[config.mk]
export PLATFORM = sky130hd
export DESIGN_NAME = instruction_fetch_unit
export DESIGN_NICKNAME = d
export VERILOG_FILES = /design/src/rtl/instruction_fetch_unit.sv
export SDC_FILE = /design/constraint.sdc
export NUM_CORES = 1
export LEC_CHECK = 0
export CORE_UTILIZATION = 50
export DETAILED_ROUTE_END_ITERATION = 10
export GPL_TIMING_DRIVEN = 1
export HOLD_SLACK_MARGIN = 0.15
export PLACE_DENSITY = 0.78
export SLEW_MARGIN = 20
export SYNTH_ARGS = -nofsm -noshare
export SYNTH_HDL_FRONTEND = slang
export SYNTH_SLANG_ARGS = --single-unit
[constraint.sdc]
create_clock -name clk -period 4.5 [get_ports clk]
set_clock_uncertainty 0.05 [all_clocks]
set_input_delay 0.675 -clock clk [delete_from_list [all_inputs] [get_ports clk]]
set_output_delay 0.675 -clock clk [all_outputs]
set_load 0.005 [all_outputs]
[src/rtl/instruction_fetch_unit.sv]
// Instruction fetch: owns the PC, issues synchronous imem reads and loads IF/ID.
// A one-entry hold buffer keeps the in-flight response when decode stalls.
module instruction_fetch_unit #(
    parameter logic [31:0] RESET_PC = 32'h0000_0000,
    parameter int          CNT_W    = 32
) (
    input  logic             clk,
    input  logic             reset,
    output logic [31:0]      imem_addr,
    input  logic [31:0]      imem_rdata,
    input  logic             id_stall,
    input  logic             redirect_valid,
    input  logic [31:0]      redirect_pc,
    output logic [31:0]      if_id_instr,
    output logic [31:0]      if_id_pc,
    output logic [31:0]      if_id_pc_plus4,
    output logic             if_id_valid,
    output logic [CNT_W-1:0] fetch_count
);

    logic [31:0] pc_q;
    logic [31:0] resp_pc;
    logic        resp_valid;
    logic [31:0] hold_instr;
    logic [31:0] hold_pc;
    logic        hold_valid;

    logic        issue;
    logic        load_valid;
    logic [31:0] load_instr;
    logic [31:0] load_pc;
    logic [31:0] redirect_target;
    logic        unused_redirect_lsb;

    assign imem_addr           = pc_q;
    assign redirect_target     = {redirect_pc[31:2], 2'b00};
    assign unused_redirect_lsb = ^redirect_pc[1:0];

    // The hold buffer is always older than the live response, so it wins.
    always_comb begin
        issue      = !id_stall && !redirect_valid;
        load_valid = hold_valid || resp_valid;
        load_instr = imem_rdata;
        load_pc    = resp_pc;
        if (hold_valid) begin
            load_instr = hold_instr;
            load_pc    = hold_pc;
        end
    end

    always_ff @(posedge clk) begin
        if (reset) begin
            pc_q           <= RESET_PC;
            resp_pc        <= 32'h0;
            resp_valid     <= 1'b0;
            hold_instr     <= 32'h0;
            hold_pc        <= 32'h0;
            hold_valid     <= 1'b0;
            if_id_instr    <= 32'h0;
            if_id_pc       <= 32'h0;
            if_id_pc_plus4 <= 32'h0;
            if_id_valid    <= 1'b0;
            fetch_count    <= '0;
        end else if (redirect_valid) begin
            pc_q        <= redirect_target;
            resp_valid  <= 1'b0;
            hold_valid  <= 1'b0;
            if_id_valid <= 1'b0;
        end else if (issue) begin
            resp_valid  <= 1'b1;
            resp_pc     <= pc_q;
            pc_q        <= pc_q + 32'd4;
            hold_valid  <= 1'b0;
            if_id_valid <= load_valid;
            if (load_valid) begin
                if_id_instr    <= load_instr;
                if_id_pc       <= load_pc;
                if_id_pc_plus4 <= load_pc + 32'd4;
                fetch_count    <= fetch_count + CNT_W'(1);
            end
        end else begin
            // Stalled: no new read, park the response that is already in flight.
            resp_valid <= 1'b0;
            if (resp_valid && !hold_valid) begin
                hold_instr <= imem_rdata;
                hold_pc    <= resp_pc;
                hold_valid <= 1'b1;
            end
        end
    end

    // Only one read can be outstanding when a stall begins.
    a_no_hold_overflow: assert property (@(posedge clk) disable iff (reset)
        !(id_stall && !redirect_valid && resp_valid && hold_valid));

endmodule

== Word level (Yosys, flattened, before mapping) ==
Index checks and enable logic that the tools add are counted.

* Flip-flop bits (word level): 259
* Input bits: 68
* Logic and storage cells: 34

* Add/sub/neg operators: 3
* Muxes and demuxes: 5
* Bitwise logic cells: 2
* Reduce and logical (&&, ||, !) cells: 12

{| class="wikitable"
|+ Operator list
! operator !! count
|-
| two-way mux 32 bit || 4
|-
| adder 32 x 3 -> 32 bit, second input constant || 2
|-
| adder 32 x 1 -> 32 bit, second input constant || 1
|-
| AND reduction 3 bit || 2
|-
| zero test 1 bit || 3
|-
| OR reduction 3 bit || 1
|-
| logical AND 1 bit || 2
|-
| NOT 1 bit || 2
|-
| AND reduction 2 bit || 1
|-
| nonzero test 2 bit || 1
|-
| OR reduction 2 bit || 1
|-
| logical OR 1 bit || 1
|-
| two-way mux 1 bit || 1
|}

== Depth between registers and ports, before layout ==
Gate-level depths: netlist of the first run.

* Word-level depth: 4
* Mapped depth: 11

== Worst setup path after synthesis of the first run ==
OpenSTA, ideal clock, no wires.

* Path kind: reg2reg
* Start: reg hold_valid
* End: reg if_id_pc_plus4[24]
* Setup time: 0.122 ns
* Data arrival time: 2.629 ns
* Setup slack: 1.699 ns
* Cell stages (with the launch flop): 12
* Path buffers: 4
* Path through: dfxtp_1 -> buf_6 -> buf_2 -> buf_2 -> buf_2 -> mux2_2 -> ha_1 -> inv_1 -> a221oi_4 -> nand4_2 -> and4_1 -> a311o_1

* Cells in the longest elaborated chain, start to end: 2
* Elaborated cells on any way between the ends: 4
* Classes of those cells: add/sub: 1; mux: 1; reduce/logical: 2

{| class="wikitable"
|+ RTL lines
! element !! RTL line !! source
|-
| start, declared || 26 || <nowiki>logic hold_valid;</nowiki>
|-
| start signal, assigned || 58 || <nowiki>hold_valid <= 1'b0;</nowiki>
|-
| start signal, assigned || 67 || <nowiki>hold_valid <= 1'b0;</nowiki>
|-
| start signal, assigned || 73 || <nowiki>hold_valid <= 1'b0;</nowiki>
|-
| two-way mux 32 bit || 45 || <nowiki>if (hold_valid) begin</nowiki>
|-
| via load_pc[2] || 31 || <nowiki>logic [31:0] load_pc;</nowiki>
|-
| adder 32 x 3 -> 32 bit || 78 || <nowiki>if_id_pc_plus4 <= load_pc + 32'd4;</nowiki>
|-
| end signal, assigned || 78 ||
|-
| end, declared || 16 || <nowiki>output logic [31:0] if_id_pc_plus4,</nowiki>
|}

The timed path passes the listed nets, and every way through them passes these cells.
A chain may end at the register's enable or synchronous reset.

== Worst setup path after layout of the first run ==
* Start: reg hold_valid
* End: reg if_id_pc_plus4[27]

* Cells in the longest elaborated chain, start to end: 2
* Elaborated cells on any way between the ends: 4
* Classes of those cells: add/sub: 1; mux: 1; reduce/logical: 2

{| class="wikitable"
|+ RTL lines
! element !! RTL line
|-
| two-way mux 32 bit / logical OR 1 bit (equally long branches) || 45, 42
|-
| adder 32 x 3 -> 32 bit / AND reduction 3 bit (equally long branches) || --
|}

Parallel ways exist; a longest one is shown, timed or not.

==> results of run 1 <==
## sequential cells by signal, summed over array words and instances, names as in the netlist
signal,count
hold_pc,30
if_id_instr,32
if_id_pc_plus4,30
resp_valid,1
fetch_count,32
if_id_valid,1
imem_addr,30
hold_valid,1
hold_instr,32
resp_pc,30
if_id_pc,30
## worst min path at each step
stage / start / cells past startpoint / slack [ns] / endpoint
3_5_place_dp: if_id_pc_plus4[19] / 2 / 0.39 / if_id_pc_plus4[19]
3_3_place_gp: hold_pc[31] / 2 / 0.39 / hold_pc[31]
5_1_grt: if_id_pc_plus4[19] / 2 / 0.42 / if_id_pc_plus4[19]
2_1_floorplan: hold_pc[31] / 2 / 0.38 / hold_pc[31]
4_1_cts: if_id_pc_plus4[19] / 2 / 0.40 / if_id_pc_plus4[19]
6_report: if_id_pc_plus4[19] / 2 / 0.40 / if_id_pc_plus4[19]
## cell usage in the layout, fill, tap and decap left out, types with 14 or more instances in the layout
master           instances
a211oi_1                57
nand4_1                 22
nand3_1                 52
buf_4                   14
a21oi_1                126
mux2i_1                 59
inv_1                   18
clkbuf_16               27
and4_1                  16
nand2_1                265
clkdlybuf4s50_1        219
xnor2_1                 41
nor4_1                  16
mux2_2                  14
nor2_1                 124
o21ai_0                 18
nor3_1                  35
dfxtp_1                248
## stage by stage
| stage | setup WS [ns] | instances | hold WS [ns] |
|---|---|---|---|
| after floorplan | 1.70 | 1354 | 0.383 |
| after global placement | 1.20 | 1767 | 0.388 |
| after detailed placement | 1.15 | 1767 | 0.394 |
| after CTS | 1.41 | 1809 | 0.400 |
| after global routing | 1.12 | 1809 | 0.417 |
| final | 1.39 | 1809 | 0.400 |
## final cells by class
cell class,count,share of cell area [%]
multi-input cells,983,39.9
repair buffers,236,16.5
inverters,19,0.500
well taps,280,2.46
flip-flops and latches,249,35.0
clock buffers,39,5.41
clock inverters,3,0.281
## routing by layer
layer / wire length (um) / GRT usage, %
met5: 0 / 0
met3: 2120 / 3.38
met4: 491 / 5.40
met2: 12500 / 37.0
met1: 13600 / 36.8
## tightest hold or removal path: stages (launching register included)
cell and delay [ns]:
dfxtp_1 0.30, nand2_1 0.05, a21oi_1 0.05
## kinds of logic after synthesis
logic type / count (synthesis) / share of synthesized area (%)
muxes: 73 / 6.70
other: 1 / 0.0336
DFF: 249 / 44.6
adders and majority gates: 3 / 0.336
buffers and inverters: 122 / 4.76
and+or+nand+nor: 597 / 25.3
AOI/OAI and AO/OA: 250 / 14.0
xor gates and xnor gates: 54 / 4.23
## power by group through the flow
stage | logic (mW) | clock network [mW] | registers [mW]
floorplan | 0.164 | 0 | 2.34
global route | 0.354 | 2.19 | 2.31
global placement | 0.317 | 0 | 2.35
detailed placement | 0.322 | 0 | 2.35
finish | 0.323 | 2.05 | 2.30
CTS | 0.324 | 2.10 | 2.30
==> summary.md, run 1 <==
| Metric | Value |
|---|---|
| Status | `completed` |
| Crit-path leading delay family | `compound AO/OA/AOI/OAI gates` |
| Synth top area cells | `dfxtp_1, nand2_1, a21oi_1` |
| R2R setup slack | `1.39 ns` |
| Worst Path Arrival | `3.46 ns` |
| Worst setup SP type | `flip-flop` |
| Share of cells above drive strength 1 | `5.89%` |
| Starting Density | `51.0%` |
| Placer congestion estimate | `0.825` |
| Finished layout cell area | `14300 um^2` |
| Setup TNS | `0 ns` |
| Die W | `151 um` |
| Wire length of the first global-routing pass | `46000 um` |
| Pre-Repair DR Iteration Count | `5` |
| CTS clk-pin slew, worst paths | `0.06 ns` |
| Reg2Reg Depth | `6` |
| Post-synthesis sequential area ratio | `44.6%` |
| Ys flop type | `dfxtp_1` |
| Vias | `10125` |
| Crit path launch | `hold_valid` |
| Filler cells | `1863` |
| Initial drt markers | `690` |
| Maximum VDD drop | `0.000205 V` |
| CTS Buf Count | `26` |
| RSZ-0062 raised after global routing | `false` |
| WL final | `28800 um` |
| Commonest cells in the netlist | `nand2_1, dfxtp_1, a21oi_1` |
| Placed cell areas | `13400 um^2` |
| # IOs | `229` |
| Critical Path Sink | `if_id_pc_plus4[27]` |
| Crit end category | `flip-flop` |
| Fmax | `322 MHz` |
| Synth async-reset ratio | `0%` |
| Switching share of power | `22.2%` |
| Synth cell types | `65` |
| CP Class | `reg -> reg` |
| Vias in the first global route | `8840` |
| Final core occ | `65.1%` |
| Routed WL per cell | `15.9 um` |
| PwrDens | `328 nW/um^2` |
| Largest net degree at the start of global routing | `193` |
| Crit path cell chain | `buf_4, nand3_1, a222oi_1, and3b_1, a21oi_1, a311o_1` |
| Post-Syn Area | `11200 um^2` |
| Flop pwr share | `49.2%` |
| Nets | `1586` |
| Crit path depth | `6` |
| #FFs+latches synth | `249` |
| Initial antenna violation count | `0` |
| Most frequent cell after synthesis | `nand2_1` |
| DR DRC count | `0` |
| Final Setup Violations | `0` |
| # hold bufs at CTS | `0` |
| Post-route clock period utilization | `69.0%` |
| Detailed Place HPWL | `19500 um` |
| Detail Route Antenna Nets | `0` |
| Worst R2R Start | `hold_valid` |
| Final hold vios | `0` |
| Post-synth top area cell | `dfxtp_1` |
| CP max stage delay | `0.71 ns` |
| Slew @ Worst Pin | `1.08 ns` |
| Share of the synthesized area in the top cell type | `44.6%` |
| Die area | `23000 um^2` |
| Clk sinks | `249` |
| Required time of the critical path | `4.85 ns` |
| P_int | `3.64 mW` |
| Port bufs | `220` |
| Clk buf depth | `3` |
| Max_cap viols | `0` |
| Leak Pwr | `4.75 nW` |
| Yosys warning total | `0` |
| Post-CTS sizing | `0` |
| Combinational Power Share | `6.9%` |
| Register area | `4990 um^2` |
| Post-CTS setup buffer count | `0` |
| TritonCTS clock tree | `yes` |
| Hold Crit Class | `reg -> reg` |
| Via/cell ratio | `5.60` |
| WP buf/inv | `1` |
| Die Y | `151 um` |
| CP max stage cell | `buf_4` |
| Core Area | `21900 um^2` |
| Skew-Pair Late Insertion Delay | `0.52 ns` |
| P&R area growth vs syn | `27.6%` |
| Overall Power | `4.68 mW` |
| Core Rows | `54` |
| Post-synth EDFFs | `0` |
| Slew Limit Fails | `0` |
| Crit-path max FO | `53` |
| Clk pwr share | `43.9%` |
| Sw power | `1.04 mW` |
| Clk root buf | `clkbuf_16` |
| Total track usage | `24.5%` |
| Synth Instances | `1349` |
| Worst reg2reg path endpoint | `if_id_pc_plus4[27]` |
| Gr ovfl total | `0` |
| Mean Syn Cell Area | `8.28 um^2` |
| Max-slew headroom | `27.6%` |
| Min cycle time layout | `3.11 ns` |
| H-tree depth | `1` |
| Ant. Diodes | `0` |
| Multi-input gate area in the final layout | `5690 um^2` |
Power figures use the tool's default switching activity.
==> inputs of run 2 (changes only) <==
==> constraint.sdc (replaced) <==
create_clock -name clk -period 3.2 [get_ports clk]
set_clock_uncertainty 0.05 [all_clocks]
set_input_delay 0.48 -clock clk [delete_from_list [all_inputs] [get_ports clk]]
set_output_delay 0.48 -clock clk [all_outputs]
set_load 0.005 [all_outputs]
==> summary.md, run 2 (synthesized netlist as in run 1, its figures left out) <==
| Metric | Value |
|---|---|
| Slew @ Worst Pin | `0.779 ns (-0.300 ns)` |
| Vias in the first global route | `9053 (+2.4%)` |
| Slew Limit Fails | `0 (unchanged)` |
| Clk root buf | `clkbuf_16` |
| Crit-path max FO | `69 (+30%)` |
| Max_cap viols | `0 (unchanged)` |
| Port bufs | `220 (unchanged)` |
| Crit end category | `flip-flop` |
| Vias | `10251 (+1.2%)` |
| Skew-Pair Late Insertion Delay | `0.52 ns (about the same)` |
| Most frequent cells in the layout | `nand2_1, dfxtp_1, clkdlybuf4s50_1` |
| Hold Crit Class | `in -> reg` |
| Final Setup Violations | `0 (unchanged)` |
| Setup TNS | `0 ns (unchanged)` |
| H-tree depth | `1 (unchanged)` |
| Core Rows | `54 (unchanged)` |
| Initial antenna violation count | `0 (unchanged)` |
| RSZ-0062 raised after global routing | `false` |
| Max-slew headroom | `48.1% (+20 points)` |
| TritonCTS clock tree | `yes` |
| PwrDens | `473 nW/um^2 (+44%)` |
| Most common cell after layout, fill and taps aside | `nand2_1` |
| Initial drt markers | `718 (+4.1%)` |
| CTS Buf Count | `26 (unchanged)` |
| Starting Density | `51.0% (unchanged)` |
| Maximum VDD drop | `0.000284 V (+39%)` |
| Min cycle time layout | `2.77 ns (-0.339 ns)` |
| Status | `completed` |
| Worst hold margin | `0.285 ns (-0.115 ns)` |
| Clk sinks | `249 (unchanged)` |
| Worst R2R Start | `hold_valid` |
| Core Area | `21900 um^2 (unchanged)` |
| Post-CTS setup buffer count | `0 (unchanged)` |
| CTS clk-pin slew, worst paths | `0.06 ns (about the same)` |
| Hold Path Origin | `reset` |
| Routed WL per cell | `16.2 um (+1.7%)` |
| Total track usage | `24.8% (+0.30 points)` |
| Crit path launch | `hold_valid` |
| Worst setup SP type | `flip-flop` |
| DR DRC count | `0 (unchanged)` |
| Pre-Repair DR Iteration Count | `8 (+3)` |
| # IOs | `229 (unchanged)` |
| Die area | `23000 um^2 (unchanged)` |
| Detail Route Antenna Nets | `0 (unchanged)` |
| Ant. Diodes | `0 (unchanged)` |
| Fmax | `361 MHz (+12%)` |
| Required time of the critical path | `3.56 ns (-1.29 ns)` |
| Worst Path Arrival | `3.12 ns (-0.34 ns)` |
| Leading registers by flop count | `fetch_count: 32 flops, hold_instr: 32 flops, if_id_instr: 32 flops` |
| P&R area growth vs syn | `29.2%` |
| Die W | `151 um (unchanged)` |
| Clk buf depth | `3 (unchanged)` |
| Via/cell ratio | `5.63 (+0.58%)` |
| Leak Pwr | `4.85 nW (+2.0%)` |
| Die Y | `151 um (unchanged)` |
| Nets | `1592 (+0.38%)` |
| Placer congestion estimate | `0.854 (+3.6%)` |
| Share of cells above drive strength 1 | `6.55% (+0.67 points)` |
| WL final | `29500 um (+2.4%)` |
| Gr ovfl total | `0 (unchanged)` |
| # hold bufs at CTS | `0 (unchanged)` |
| Wire length of the first global-routing pass | `46300 um (+0.68%)` |
| Post-route clock period utilization | `86.5% (+17 points)` |
| Largest net degree at the start of global routing | `150 (-22%)` |
| Post-CTS sizing | `0 (unchanged)` |
| CP Class | `reg -> reg` |
| Detailed Place HPWL | `19800 um (+1.7%)` |
| Final hold vios | `0 (unchanged)` |
## run 2: cell types whose count changed in the layout (fill, tap and decap cells not counted), sizes merged
| cell | before | now |
|---|---|---|
| clkinv | 3 | 4 |
| buf | 17 | 23 |
| clkbuf | 39 | 40 |
| inv | 18 | 20 |
| bufinv | 1 | 3 |
## run 2: worst max-delay path, stage by stage, from the launching register on
cell      delay, ns
dfxtp_4        0.61
buf_12         0.39
nand3_1        0.20
a222oi_1       0.75
and3b_1        0.28
a21oi_1        0.07
a311o_1        0.28
## run 2: through the flow
step,utilization (%),setup WS [ns],std cells,power (mW),cell area [um^2]
global placement,61.8,0.503,1773,3.75,13500
detailed placement,61.8,0.488,1773,3.76,13500
CTS,65.9,0.469,1821,6.87,14400
finish,65.9,0.433,1821,6.82,14400
floorplan,-,0.399,1354,3.52,11200
global route,65.9,0.247,1821,7.05,14400
## run 2: report_power, final
part | leakage (nW) | total (mW) | switching, mW | internal, mW
logic | 2.39 | 0.463 | 0.226 | 0.237
clock network | 0.441 | 3.12 | 1.22 | 1.91
registers | 2.02 | 3.24 | 0.0749 | 3.16
## run 2: per-layer routing
| metal | global-route usage, % | vias to the layer above | part of all wire, % |
|---|---|---|---|
| li1 | - | 5065 | - |
| met1 | 36.7 | 4757 | 47 |
| met2 | 37.6 | 393 | 44 |
| met3 | 3.65 | 36 | 7.0 |
| met4 | 5.99 | 0 | 1.6 |
| met5 | 0 | - | 0 |
## run 2: final timing paths
| check | to | depth (start not counted) | slack (ns) |
|---|---|---|---|
| setup / recovery | if_id_pc_plus4[27] | 6 | 0.43 |
| hold reg to reg | hold_instr[24] | 2 | 0.40 |
| hold / removal | hold_instr[13] | 2 | 0.29 |
| setup reg to reg | if_id_pc_plus4[27] | 6 | 0.43 |
## run 2: layout make-up
type | count | area (um^2)
Clock buffer | 40 | 774
Timing Repair Buffer | 242 | 2440
Sequential cell | 249 | 4990
Tap cell | 280 | 350
Inverter | 19 | 71.3
Multi-Input combinational cell | 983 | 5690
Clock inverter | 8 | 119
Fill cell | 1776 | 7460
